`src/rtl/operand_sweeper.sv`:
```
// Walks the full (in1,in2,in3,cin,x1,x2,x3) operand space over a valid/ready handshake.
// Define SWEEP_REPEAT_EN to wrap continuously instead of stopping after one pass.
module operand_sweeper #(
   parameter int OPW = 4
) (
   input  logic                 clk,
   input  logic                 rst_n,
   input  logic                 i_start,
   input  logic                 i_abort,
   input  logic                 i_out_ready,
   output logic                 o_out_valid,
   output logic [OPW-1:0]       o_in1,
   output logic [OPW-1:0]       o_in2,
   output logic [OPW-1:0]       o_in3,
   output logic                 o_cin,
   output logic                 o_x1,
   output logic                 o_x2,
   output logic                 o_x3,
   output logic [3*OPW+3:0]     o_idx,
   output logic                 o_busy,
   output logic                 o_done
);

   localparam int IW = 3*OPW+4;

   typedef enum logic [1:0] {
      IDLE = 2'd0,
      RUN  = 2'd1,
      DONE = 2'd2
   } state_t;

   state_t          r_state;
   state_t          w_nextState;
   logic [IW-1:0]   r_idx;
   logic [IW-1:0]   w_nextIdx;
   logic            r_valid;
   logic            r_busy;
   logic            r_done;
   logic            w_nextDone;
   logic            w_xfer;
   logic            w_last;

   assign w_xfer = (r_state == RUN) && i_out_ready;
   assign w_last = &r_idx;

   // Valid/busy/done are flops loaded from next-state so no output depends on out_ready combinationally.
   always_ff @(posedge clk or negedge rst_n) begin
      if (!rst_n) begin
         r_state <= IDLE;
         r_idx   <= '0;
         r_valid <= 1'b0;
         r_busy  <= 1'b0;
         r_done  <= 1'b0;
      end else begin
         r_state <= w_nextState;
         r_idx   <= w_nextIdx;
         r_valid <= (w_nextState == RUN);
         r_busy  <= (w_nextState == RUN);
         r_done  <= w_nextDone;
      end
   end

   // Abort wins over the end-of-sweep transition and freezes idx where it was.
   always_comb begin
      w_nextState = r_state;
      w_nextIdx   = r_idx;
      w_nextDone  = 1'b0;
      case (r_state)
         IDLE: begin
            if (i_start) begin
               w_nextState = RUN;
               w_nextIdx   = '0;
            end
         end
         RUN: begin
            if (i_abort) begin
               w_nextState = IDLE;
            end else if (w_xfer) begin
               if (w_last) begin
`ifdef SWEEP_REPEAT_EN
                  w_nextIdx   = '0;
                  w_nextDone  = 1'b1;
`else
                  w_nextState = DONE;
                  w_nextDone  = 1'b1;
`endif
               end else begin
                  w_nextIdx = r_idx + IW'(1);
               end
            end
         end
         DONE: begin
            w_nextState = IDLE;
         end
         default: begin
            w_nextState = IDLE;
         end
      endcase
   end

   assign o_out_valid = r_valid;
   assign o_busy      = r_busy;
   assign o_done      = r_done;
   assign o_idx       = r_idx;
   assign o_in1       = r_idx[OPW-1:0];
   assign o_in2       = r_idx[2*OPW-1:OPW];
   assign o_in3       = r_idx[3*OPW-1:2*OPW];
   assign o_cin       = r_idx[3*OPW];
   assign o_x1        = r_idx[3*OPW+1];
   assign o_x2        = r_idx[3*OPW+2];
   assign o_x3        = r_idx[3*OPW+3];

endmodule

```
`config.mk`:
```
export PLATFORM = sky130hd
export DESIGN_NAME = operand_sweeper
export DESIGN_NICKNAME = d
export VERILOG_FILES = /design/src/rtl/operand_sweeper.sv
export SDC_FILE = /design/constraint.sdc
export NUM_CORES = 1
export LEC_CHECK = 0
export ABC_AREA = 1
export BUFFER_PORTS_ARGS = -buffer_cell sky130_fd_sc_hd__buf_2
export CAP_MARGIN = 20
export CELL_PAD_IN_SITES_DETAIL_PLACEMENT = 1
export CELL_PAD_IN_SITES_GLOBAL_PLACEMENT = 1
export CORE_MARGIN = 2
export CORE_UTILIZATION = 36
export CTS_CLUSTER_DIAMETER = 200
export DETAILED_ROUTE_END_ITERATION = 8
export PLACE_DENSITY_LB_ADDON = 0.1
export SLEW_MARGIN = 20
export SYNTH_ARGS = -nofsm -noshare
export SYNTH_HDL_FRONTEND = slang
export SYNTH_SLANG_ARGS = --single-unit
```
`constraint.sdc`:
```
create_clock -name clk -period 2 [get_ports clk]
set_input_delay 0.1 -clock clk [delete_from_list [all_inputs] [get_ports clk]]
set_output_delay 0.1 -clock clk [all_outputs]
set_load 0.03 [all_outputs]
```
=== Word level (Yosys, flattened, before mapping) ===
Cells that the tools add are included.

* Flip-flop bits (word level): 20
* Bits of input ports: 5
* Output and inout port bits: 35
* Logic and storage cells: 30

* Add/subtract/negate cells: 1
* Equality and inequality tests: 6
* Mux-type cells: 14
* Reduce and logical (&&, ||, !) cells: 5

{| class="wikitable"
|+ Operators by type and width
! cell !! number
|-
| 2-to-1 mux 16 bit || 4
|-
| case mux 16 bit (2 select lines) || 1
|-
| adder 16 x 1 -> 16 bit, second input constant || 1
|-
| AND reduction 16 bit || 1
|-
| 2-to-1 mux 2 bit || 4
|-
| inequality test 2 bit, second input constant || 4
|-
| AND reduction 5 bit || 1
|-
| equality test 2 x 1 -> 1 bit, second input constant || 2
|-
| 2-to-1 mux 1 bit || 4
|-
| case mux 2 bit (2 select lines) || 1
|-
| logical NOT 2 bit || 1
|-
| nonzero test 2 bit || 1
|-
| logical AND 1 bit || 1
|}

=== Longest topological paths before layout ===
Gate-level depths: netlist (run 1).

* Depth after elaboration: 6
* Mapped depth: 10
* Mapped depth without buffers: 9

=== Worst setup path before layout (run 1) ===
Ideal clock, no wire load.

* Path kind: reg2reg
* From: register r_idx[1], in the netlist o_idx[1]
* To: register r_idx[2], in the netlist o_idx[2]
* Setup time: 0.076 ns
* Data arrival time: 1.657 ns
* Required time: 1.924 ns
* Slack: 0.267 ns
* Cell stages (with the launch flop): 11
* Path buffers: 1
* Clock period less this slack: 1.733 ns
* Path through: dfrtp_1 ha_1 nand2_2 nor2_4 nand2_2 nor2_4 nor2_2 nor2_4 buf_6 nand2_1 o21ai_1

* Word-level cells in the longest chain between the ends: 5
* Elaborated cells between the ends (all ways): 8
* Classes of those cells: 1 x add/sub; 1 x eq/ne; 4 x mux; 2 x reduce/logical

{| class="wikitable"
|+ RTL lines
! item !! line !! text
|-
| start, declared || 34 || <nowiki>logic [IW-1:0] r_idx;</nowiki>
|-
| start signal, assigned || 56 || <nowiki>r_idx <= w_nextIdx;</nowiki>
|-
| adder 16 x 1 -> 16 bit || 88 || <nowiki>w_nextIdx = r_idx + IW'(1);</nowiki>
|-
| 2-to-1 mux 16 bit || 79 || <nowiki>if (w_last) begin</nowiki>
|-
| 2-to-1 mux 16 bit || 78 || <nowiki>end else if (w_xfer) begin</nowiki>
|-
| 2-to-1 mux 16 bit || 76 || <nowiki>if (i_abort) begin</nowiki>
|-
| case mux 16 bit (2 select lines) || 68 || <nowiki>case (r_state)</nowiki>
|}

Several ways; a longest one is shown, not always the timed one. The select of a mux whose other input is x is not followed.
A chain may end at the register's enable or synchronous reset.

=== Worst setup path after layout (run 1) ===
* From: register r_idx[0], in the netlist o_idx[0]
* To: register r_idx[6], in the netlist o_idx[6]

The elaborated chain is that of the path after synthesis.

==> metrics.md, run 1 <==
| Metric | Value |
|---|---|
| Number of synthesized register bits | 20 |
| Reg2reg end | o_idx[6]$_DFFE_PN0P_ |
| Fmax | 559 MHz |
| Reg clk slew, reported paths | 0.08 ns |
| Slew headroom | 0.626 |
| Overall Global Routing Usage | 0.188 |
| Initial Utilization | 0.372 |
| Yosys top cell by area | dfrtp_1 |
| Vias in the first global route | 1,292 |
| Initial DRC Count | 33 |
| Power, Total | 0.000925 W |
| Arrival @ worst endpoint | 1.96 ns |
| Sequential share of the synthesized area | 0.370 |
| Reg2reg start | o_idx[0]$_DFFE_PN0P_ |
| CP Max Fanout | 9 |
| Yosys warning total | 0 |
| Synth top area cells | dfrtp_1, nand2_1, buf_4 |
| End-of-flow core utilization | 0.423 |
| Via density | 4.97 |
| Post-synth cell types | 19 |
| Status | finished, final reports clean |
| Max Cap Viol | 0 |
| NetSw | 0.000290 W |
| Leakage power total | 0.782 nW |
| Total wire length | 3740 um |
| Routability cong. | 0.836 |
| Clock group share of total power | 0.339 |
| CP Cell Sequence | ha_1, nand2_2, nor2_4, nand2_2, nor2_4, o21ai_1, nand2_1, o21ai_0 |
| Hold WC Path Type | in -> reg |
| Max-slew violation count | 0 |
| Reg power frac | 0.470 |
| Slew @ Worst Pin | 0.557 ns |
| Drt first pass iters | 4 |
| Critical path's largest stage delay | 0.45 ns |
| Fillers | 481 |
| Initial antenna violation count | 0 |
| Post-Synthesis Cells | 187 |
| Area share of the largest cell type after synthesis | 0.370 |
| Routed WL per cell | 14.3 um |
| Pint | 0.000635 W |
| CP startpoint | o_idx[0]$_DFFE_PN0P_ |
| CTS tree | yes |
| Layout cell share with drive strength beyond 1 | 0.249 |
| Row count | 22 |
| H-tree Lvls | 1 |
| Final non-filler cell total | 261 |
| Final setup viols | 0 |
| Syn avg cell area | 7.23 sq um |
| Latest clock arrival within the worst-skew pair | 0.26 ns |
| Cell family with most CP delay | compound AO/OA/AOI/OAI gates |
| Final hold vios | 0 |
| Min cycle time layout | 1.79 ns |
| Final clock period utilization by the worst path | 0.895 |
| Crit-path slowest cell | o21ai_1 |
| Placed cell count | 255 |
| Die area | 0.00426 sq mm |
| Sw Share | 0.314 |
| RSZ-0062 raised after global routing | no |
| Power per standard cell area | 603 mW/mm^2 |
| Synth-to-Final Area Change | 13.6% |
| Worst-case clock buffer depth | 2 |
| I/O Pins | 40 |
| Net Count, Synth | 193 |
| Ant diodes | 0 |
| Startpoint Class | flop |
| Worst r2r path cells | 8 |
| Global route total overflow | 0 |
| # clock sinks | 20 |
| CP required | 2.17 ns |
| Vias | 1,298 |
| Worst VDD drop | 309 uV |
| CP Depth | 8 |
| Largest net degree at the start of global routing | 22 |
| CTS Buf Count | 3 |
| Final clock skew | 0.00360 ns |
| CP Buf/Inv Count | 0 |
| Root Buffer | clkbuf_8 |
| Synth Cell Area | 0.00135 sq mm |
| Hold WS | 0.0222 ns |
| Post-CTS Setup Bufs | 0 |
| Global-route wire length before repair | 6170 um |
| Net total in the final layout | 220 |
| DRT antenna net count | 0 |
| Final setup TNS | 0 ns |
| Core ar. | 0.00363 sq mm |
| Die Y | 65.3 um |
| DRC viols | 0 |
| Worst setup path class | reg -> reg |
| Crit path capture | o_idx[6]$_DFFE_PN0P_ |
| Combinational Power Share | 0.190 |
| HPWL Detailed | 2760 um |
| Die W | 65.3 um |
| Crit end category | flop |
| IO buf count | 39 |
| Flop-to-flop setup slack | 0.21 ns |
## worst register-to-register path: stages (launching register included)
cell	delay [ns]
dfrtp_1	0.44
ha_1	0.26
nand2_2	0.11
nor2_4	0.05
nand2_2	0.10
nor2_4	0.05
o21ai_1	0.45
nand2_1	0.13
o21ai_0	0.10
## layer usage
layer	part of all wire	routed length [um]	vias to the layer above	global-route usage
met5	0	0	-	0
met4	0.0051	19	0	0.0391
met3	0.038	143	2	0.0360
met2	0.50	1880	31	0.329
met1	0.46	1700	635	0.241
li1	-	-	630	-
## layout by cell type (no fill, tap or decap)
cell type	instances
o21ai_0	5
o21bai_1	3
dlygate4sd3_1	1
nand2_1	52
nand2_2	3
nand3b_1	1
nand4_1	3
nor2_4	5
clkbuf_8	4
nor3_1	3
dfrtp_1	20
nor2_1	22
inv_1	17
xor2_1	6
buf_4	1
nand3_1	17
ha_1	1
o21ai_1	9
nor2_2	1
buf_2	39
## state kept, by name, indices dropped and copies added (netlist names)
register  cells
o_busy        1
o_done        1
o_idx        16
r_state       2
## final cells by class
| type | count | area (sq um) | share of cell area |
|---|---|---|---|
| Clock buffer | 4 | 55.1 | 0.0359 |
| Multi-Input combinational cell | 131 | 643 | 0.419 |
| Timing Repair Buffer | 41 | 213 | 0.139 |
| Sequential cell | 20 | 500 | 0.326 |
| Tap cell | 48 | 60.1 | 0.0391 |
| Inverter | 17 | 63.8 | 0.0416 |
## Yosys cell counts
| cell type | n |
|---|---|
| buf_2 | 1 |
| buf_4 | 17 |
| buf_6 | 2 |
| dfrtp_1 | 20 |
| ha_1 | 1 |
| inv_1 | 17 |
| nand2_1 | 52 |
| nand2_2 | 3 |
| nand3_1 | 17 |
| nand3b_1 | 1 |
| nand4_1 | 3 |
| nor2_1 | 22 |
| nor2_2 | 1 |
| nor2_4 | 4 |
| nor3_1 | 3 |
| o21ai_0 | 5 |
| o21ai_1 | 9 |
| o21bai_1 | 3 |
| xor2_1 | 6 |
## timing repair
| item | CTS | global route |
|---|---|---|
| hold buffers | 1 | 0 |
| endpoints found under the hold margin | 20 | 0 |
| resized for setup | 0 | 1 |
| setup endpoints to repair | 0 | 13 |
## cells by family (layout without fill, tap and decap cells)
logic type	Yosys count	in the layout	synth area share
and+or+nand+nor	106	107	0.351
buffers and inverters	37	62	0.162
DFF	20	20	0.370
AOI/OAI and AO/OA	17	17	0.0685
xor gates and xnor gates	6	6	0.0389
adders and majority gates	1	1	0.00926
## metrics by stage
stage	setup WS (ns)	cell area (sq um)
2_1_floorplan	0.267	1350
3_3_place_gp	0.234	1460
3_5_place_dp	0.124	1460
4_1_cts	0.103	1520
5_1_grt	0.00610	1540
6_report	0.210	1540
## power by group through the flow
stage	combinational, W	sequential [W]	clock [W]
floorplan	0.000113	0.000463	0
global placement	0.000167	0.000440	0
detailed placement	0.000169	0.000443	0
CTS	0.000171	0.000435	0.000324
global route	0.000195	0.000438	0.000346
finish	0.000176	0.000435	0.000314
## worst min-delay path by stage
stage,start,cells past startpoint,to,slack (ns)
after CTS,i_abort,2,o_done$_DFF_PN0_,0.01
after global routing,i_abort,2,o_done$_DFF_PN0_,0.01
after global placement,rst_n,1,o_idx[7]$_DFFE_PN0P_,0.08
after detailed placement,rst_n,1,o_idx[4]$_DFFE_PN0P_,0.09
after floorplan,rst_n,0,o_busy$_DFF_PN0_,-0.20
final,i_abort,2,o_done$_DFF_PN0_,0.02
Note: power is estimated with default switching activity, not from simulation.
==> run 2, diff against run 1 <==
==> constraint.sdc (replaced) <==
create_clock -name clk -period 2 [get_ports clk]
set_input_delay 0.3 -clock clk [delete_from_list [all_inputs] [get_ports clk]]
set_output_delay 0.3 -clock clk [all_outputs]
set_load 0.03 [all_outputs]
==> run 2 against run 1 <==
Wire length shrank 0.11%. Die area is the same. Clock skew shrank 0.0024 ns. Via count shrank 2.0%. Register-to-register slack is essentially flat. Count of clock-buffer cells in the layout shrank 1. Power grew 11%. Sequential cell count is the same. Final cell count grew 0.38%. Critical path depth grew 1. Global-route usage is essentially flat. Critical endpoint is now o_idx[5]$_DFFE_PN0P_. Highest routed layer unchanged.
==> metrics.md, run 2 (same netlist as run 1, synthesis figures left out) <==
| Metric | Value |
|---|---|
| Status | finished, final reports clean |
| Total wire length | 3740 um |
| Final setup TNS | 0 ns |
| Overall Global Routing Usage | 0.189 |
| Worst-case clock buffer depth | 2 |
| Vias in the first global route | 1,286 |
| Final clock skew | 0.00115 ns |
| Max Cap Viol | 0 |
| Commonest cells after routing, fill and taps aside | nand2_1, buf_2, nor2_1 |
| Initial antenna violation count | 0 |
| Core ar. | 0.00363 sq mm |
| Layout cell share with drive strength beyond 1 | 0.252 |
| Hold WS | 0.216 ns |
| Final hold vios | 0 |
| Crit end category | flop |
| Via density | 4.85 |
| Most common cell on crit path | nor2_4 |
| Min cycle time layout | 1.78 ns |
| Routability cong. | 0.891 |
| Die area | 0.00426 sq mm |
| CP Cell Sequence | ha_1, nand2_2, nor2_4, nand2_2, nor2_4, nor2_2, nor2_4, nand2_1, nand2_1 |
| Die W | 65.3 um |
| Final clock period utilization by the worst path | 0.889 |
| Power per standard cell area | 657 mW/mm^2 |
| Row count | 22 |
| Fillers | 495 |
| Die Y | 65.3 um |
| Crit-path slowest cell | dfrtp_1 |
| Initial Utilization | 0.372 |
| Synth-to-Final Area Change | 15.4% |
| CP Max Fanout | 10 |
| Initial DRC Count | 42 |
| Routed WL per cell | 14.3 um |
| Global route total overflow | 0 |
| Reg clk slew, reported paths | 0.08 ns |
| I/O Pins | 40 |
| # clock sinks | 20 |
| Ant diodes | 0 |
| Arrival @ worst endpoint | 1.98 ns |
| Startpoint Class | flop |
| CTS tree | yes |
| DRC viols | 0 |
| Final setup viols | 0 |
| IO buf count | 39 |
| Net total in the final layout | 221 |
| DRT antenna net count | 0 |
| Hold WC Path Type | in -> reg |
| CTS Buf Count | 3 |
| H-tree Lvls | 1 |
| Commonest non-fill, non-tap cell in the layout | nand2_1 |
| CP required | 2.20 ns |
| Worst VDD drop | 286 uV |
| Max-slew violation count | 0 |
| Drt first pass iters | 4 |
| Global-route wire length before repair | 6140 um |
| Leakage power total | 0.794 nW |
| Largest net degree at the start of global routing | 22 |
| Vias | 1,272 |
| Slew @ Worst Pin | 0.549 ns |
| HPWL Detailed | 2730 um |
| Max reg flops | 16 |
| RSZ-0062 raised after global routing | no |
| Latest clock arrival within the worst-skew pair | 0.26 ns |
| Critical path's largest stage delay | 0.44 ns |
| Worst setup path class | reg -> reg |
| Slew headroom | 0.632 |
| Root Buffer | clkbuf_8 |
| Fmax | 562 MHz |
==> run 2: changes by cell type in the layout (fill, tap and decap cells not counted), sizes merged <==
| cell | before | now |
|---|---|---|
| bufinv | 0 | 1 |
| clkbuf | 4 | 3 |
| buf | 40 | 41 |
==> run 2: final cells by class <==
type,count,area [sq um],share of cell area
clock buffer,3,41.3,0.0265
clock inverter,1,30.0,0.0193
sequential,20,500,0.321
timing repair buffer,42,220,0.141
multi-input combinational,131,643,0.413
inverter,17,63.8,0.0409
tap,48,60.1,0.0385
==> run 2: per-layer routing <==
metal / share of wire / GRT usage
met5: 0 / 0
met4: 0.011 / 0.0625
met3: 0.024 / 0.0154
met2: 0.49 / 0.323
met1: 0.47 / 0.251
==> run 2: critical path, delay by kind of cell (launching register included) <==
kind,cells,cell delay (ns)
flip-flops,1,0.44
AND/OR/NAND/NOR,8,1.02
adder cells (fa/ha/maj),1,0.24
==> run 2: power by group <==
group | switching (W) | internal (W)
combinational | 0.000134 | 0.0000417
clock | 0.000147 | 0.000268
sequential | 0.0000168 | 0.000418
==> run 2: final timing paths <==
check,start,end,slack (ns),cells after the start
setup / recovery,o_idx[0]$_DFFE_PN0P_,o_idx[5]$_DFFE_PN0P_,0.22,9
hold / removal,i_abort,o_done$_DFF_PN0_,0.22,2
setup reg to reg,o_idx[0]$_DFFE_PN0P_,o_idx[5]$_DFFE_PN0P_,0.22,9
hold reg to reg,o_idx[1]$_DFFE_PN0P_,o_idx[1]$_DFFE_PN0P_,0.59,2
max in group asynchronous,rst_n,o_idx[2]$_DFFE_PN0P_,1.17,2
min in group asynchronous,rst_n,o_idx[6]$_DFFE_PN0P_,0.52,2
==> run 2: what timing repair did <==
action                     in CTS  in global routing
setup endpoints to repair       0                 13
hold endpoints to repair       20                  0
resized for setup               0                  1
buffers inserted                0                  0
hold buffers                    1                  0
==> run 2: stage by stage <==
step	cell area [sq um]	std cells	utilization	setup WS [ns]	total power, W
after global placement	1470	256	0.404	0.237	0.000607
after floorplan	1350	187	-	0.267	0.000576
final	1560	262	0.429	0.222	0.00102
after detailed placement	1470	256	0.404	0.114	0.000612
after global routing	1560	262	0.429	0.0149	0.00107
after CTS	1550	261	0.426	0.0838	0.00104
==> run 3, diff against run 2 <==
Settings changed: MAX_ROUTING_LAYER set to met4.
==> run 3 against run 2 <==
Via count decreased by 0.47%. Sequential power about the same. Worst hold slack about the same. Register-to-register slack about the same. Worst setup slack improved by 0.014 ns. Critical path type unchanged. Critical path depth unchanged. Power about the same.
==> metrics.md, run 3 (same netlist as run 1, synthesis figures left out) <==
| Metric | Value |
|---|---|
| Status | finished, final reports clean |
| Max Cap Viol | 0 |
| Worst-case clock buffer depth | 2 |
| Routability cong. | 0.906 |
| CTS tree | yes |
| CP required | 2.20 ns |
| Max-slew violation count | 0 |
| NetSw | 0.000297 W |
| DRC viols | 0 |
| Startpoint Class | flop |
| Final clock skew | 0.00104 ns |
| Final hold vios | 0 |
| DP Area | 0.00147 sq mm |
| Min cycle time layout | 1.76 ns |
| Root Buffer | clkbuf_8 |
| Slew @ Worst Pin | 0.549 ns |
| Row count | 22 |
| CTS Buf Count | 3 |
| Layout cell share with drive strength beyond 1 | 0.252 |
| Die W | 65.3 um |
| HPWL Detailed | 2730 um |
| Initial antenna violation count | 0 |
| Leakage power total | 0.794 nW |
| Global route total overflow | 0 |
| Via density | 4.83 |
| Vias in the first global route | 1,286 |
| IO buf count | 39 |
| RSZ-0062 raised after global routing | no |
| Final setup TNS | 0 ns |
| Worst r2r path cells | 9 |
| Hold WC Path Type | in -> reg |
| Sw Share | 0.290 |
| Slew headroom | 0.632 |
| Final setup viols | 0 |
| Fin worst setup slack | 0.236 ns |
| Drt first pass iters | 4 |
| Vias | 1,266 |
| Max reg flops | 16 |
| Initial DRC Count | 35 |
| I/O Pins | 40 |
| Clock group share of total power | 0.405 |
| DRT antenna net count | 0 |
| Global-route wire length before repair | 6150 um |
| Final clock period utilization by the worst path | 0.882 |
| Routed WL per cell | 14.3 um |
| Die Y | 65.3 um |
| Core ar. | 0.00363 sq mm |
| Ant diodes | 0 |
| Initial Utilization | 0.372 |
| Total wire length | 3740 um |
| H-tree Lvls | 1 |
| Overall Global Routing Usage | 0.194 |
| Dpl ws | 0.114 ns |
| CP Max Fanout | 10 |
| Worst setup path class | reg -> reg |
| Latest clock arrival within the worst-skew pair | 0.26 ns |
| Arrival @ worst endpoint | 1.97 ns |
| Commonest cells after routing, fill and taps aside | nand2_1, buf_2, nor2_1 |
| Fmax | 567 MHz |
| Reg power frac | 0.424 |
| Power per standard cell area | 657 mW/mm^2 |
| Worst VDD drop | 286 uV |
| # clock sinks | 20 |
| Combinational Power Share | 0.171 |
| Reg clk slew, reported paths | 0.08 ns |
| Commonest non-fill, non-tap cell in the layout | nand2_1 |
| Die area | 0.00426 sq mm |
| Hold Path Depth | 2 |
| Post-route cell area | 0.00156 sq mm |
| Largest net degree at the start of global routing | 22 |
| Pint | 0.000727 W |
| Fillers | 495 |
| Net total in the final layout | 221 |
| Crit end category | flop |
| Post-CTS Setup Bufs | 0 |
| Synth-to-Final Area Change | 15.4% |
==> run 3: worst max-delay path, cell delays in order (launching register included) <==
cell	delay (ns)
dfrtp_1	0.44
ha_1	0.24
nand2_2	0.09
nor2_4	0.13
nand2_2	0.10
nor2_4	0.14
nor2_2	0.10
nor2_4	0.27
nand2_1	0.09
nand2_1	0.09
==> run 3: area by class of cell <==
cell class	instances	area [sq um]	share of cell area
clock inverters	1	30.0	0.0193
repair buffers	42	220	0.141
inverters	17	63.8	0.0409
well taps	48	60.1	0.0385
multi-input cells	131	643	0.413
flip-flops and latches	20	500	0.321
clock buffers	3	41.3	0.0265
==> run 3: timing repair <==
action                                  in CTS  in global routing
hold endpoints to repair                    20                  0
hold buffers                                 1                  0
endpoints found under the setup margin       0                 13
resized for setup                            0                  1
==> run 3: layer usage <==
metal | up-vias | routed length (um) | track usage
met3 | 4 | 115 | 0.0154
met5 | - | 0 | -
met2 | 27 | 1830 | 0.323
met4 | 0 | 42 | 0.0625
li1 | 627 | - | -
met1 | 608 | 1750 | 0.251
==> run 3: final timing paths <==
check	from	end	slack (ns)
setup / recovery	o_idx[0]$_DFFE_PN0P_	o_idx[5]$_DFFE_PN0P_	0.24
hold / removal	i_abort	o_done$_DFF_PN0_	0.22
setup reg to reg	o_idx[0]$_DFFE_PN0P_	o_idx[5]$_DFFE_PN0P_	0.24
hold reg to reg	o_idx[1]$_DFFE_PN0P_	o_idx[1]$_DFFE_PN0P_	0.59
max in group asynchronous	rst_n	o_idx[2]$_DFFE_PN0P_	1.17
min in group asynchronous	rst_n	o_idx[6]$_DFFE_PN0P_	0.51
==> run 3: power groups by stage <==
stage | Clock (W) | Combinational, W | Sequential [W]
2_1_floorplan | 0 | 0.000113 | 0.000463
3_3_place_gp | 0 | 0.000166 | 0.000440
3_5_place_dp | 0 | 0.000170 | 0.000443
4_1_cts | 0.000435 | 0.000172 | 0.000435
5_1_grt | 0.000442 | 0.000192 | 0.000438
6_report | 0.000415 | 0.000175 | 0.000435
==> run 3: stage by stage <==
step           hold slack, ns  power (W)  instances  utilization
2_1_floorplan         0.00441   0.000576        187            -
3_3_place_gp            0.280   0.000607        256        0.404
3_5_place_dp            0.291   0.000612        256        0.404
4_1_cts                 0.202    0.00104        261        0.426
5_1_grt                 0.226    0.00107        262        0.429
6_report                0.216    0.00102        262        0.429
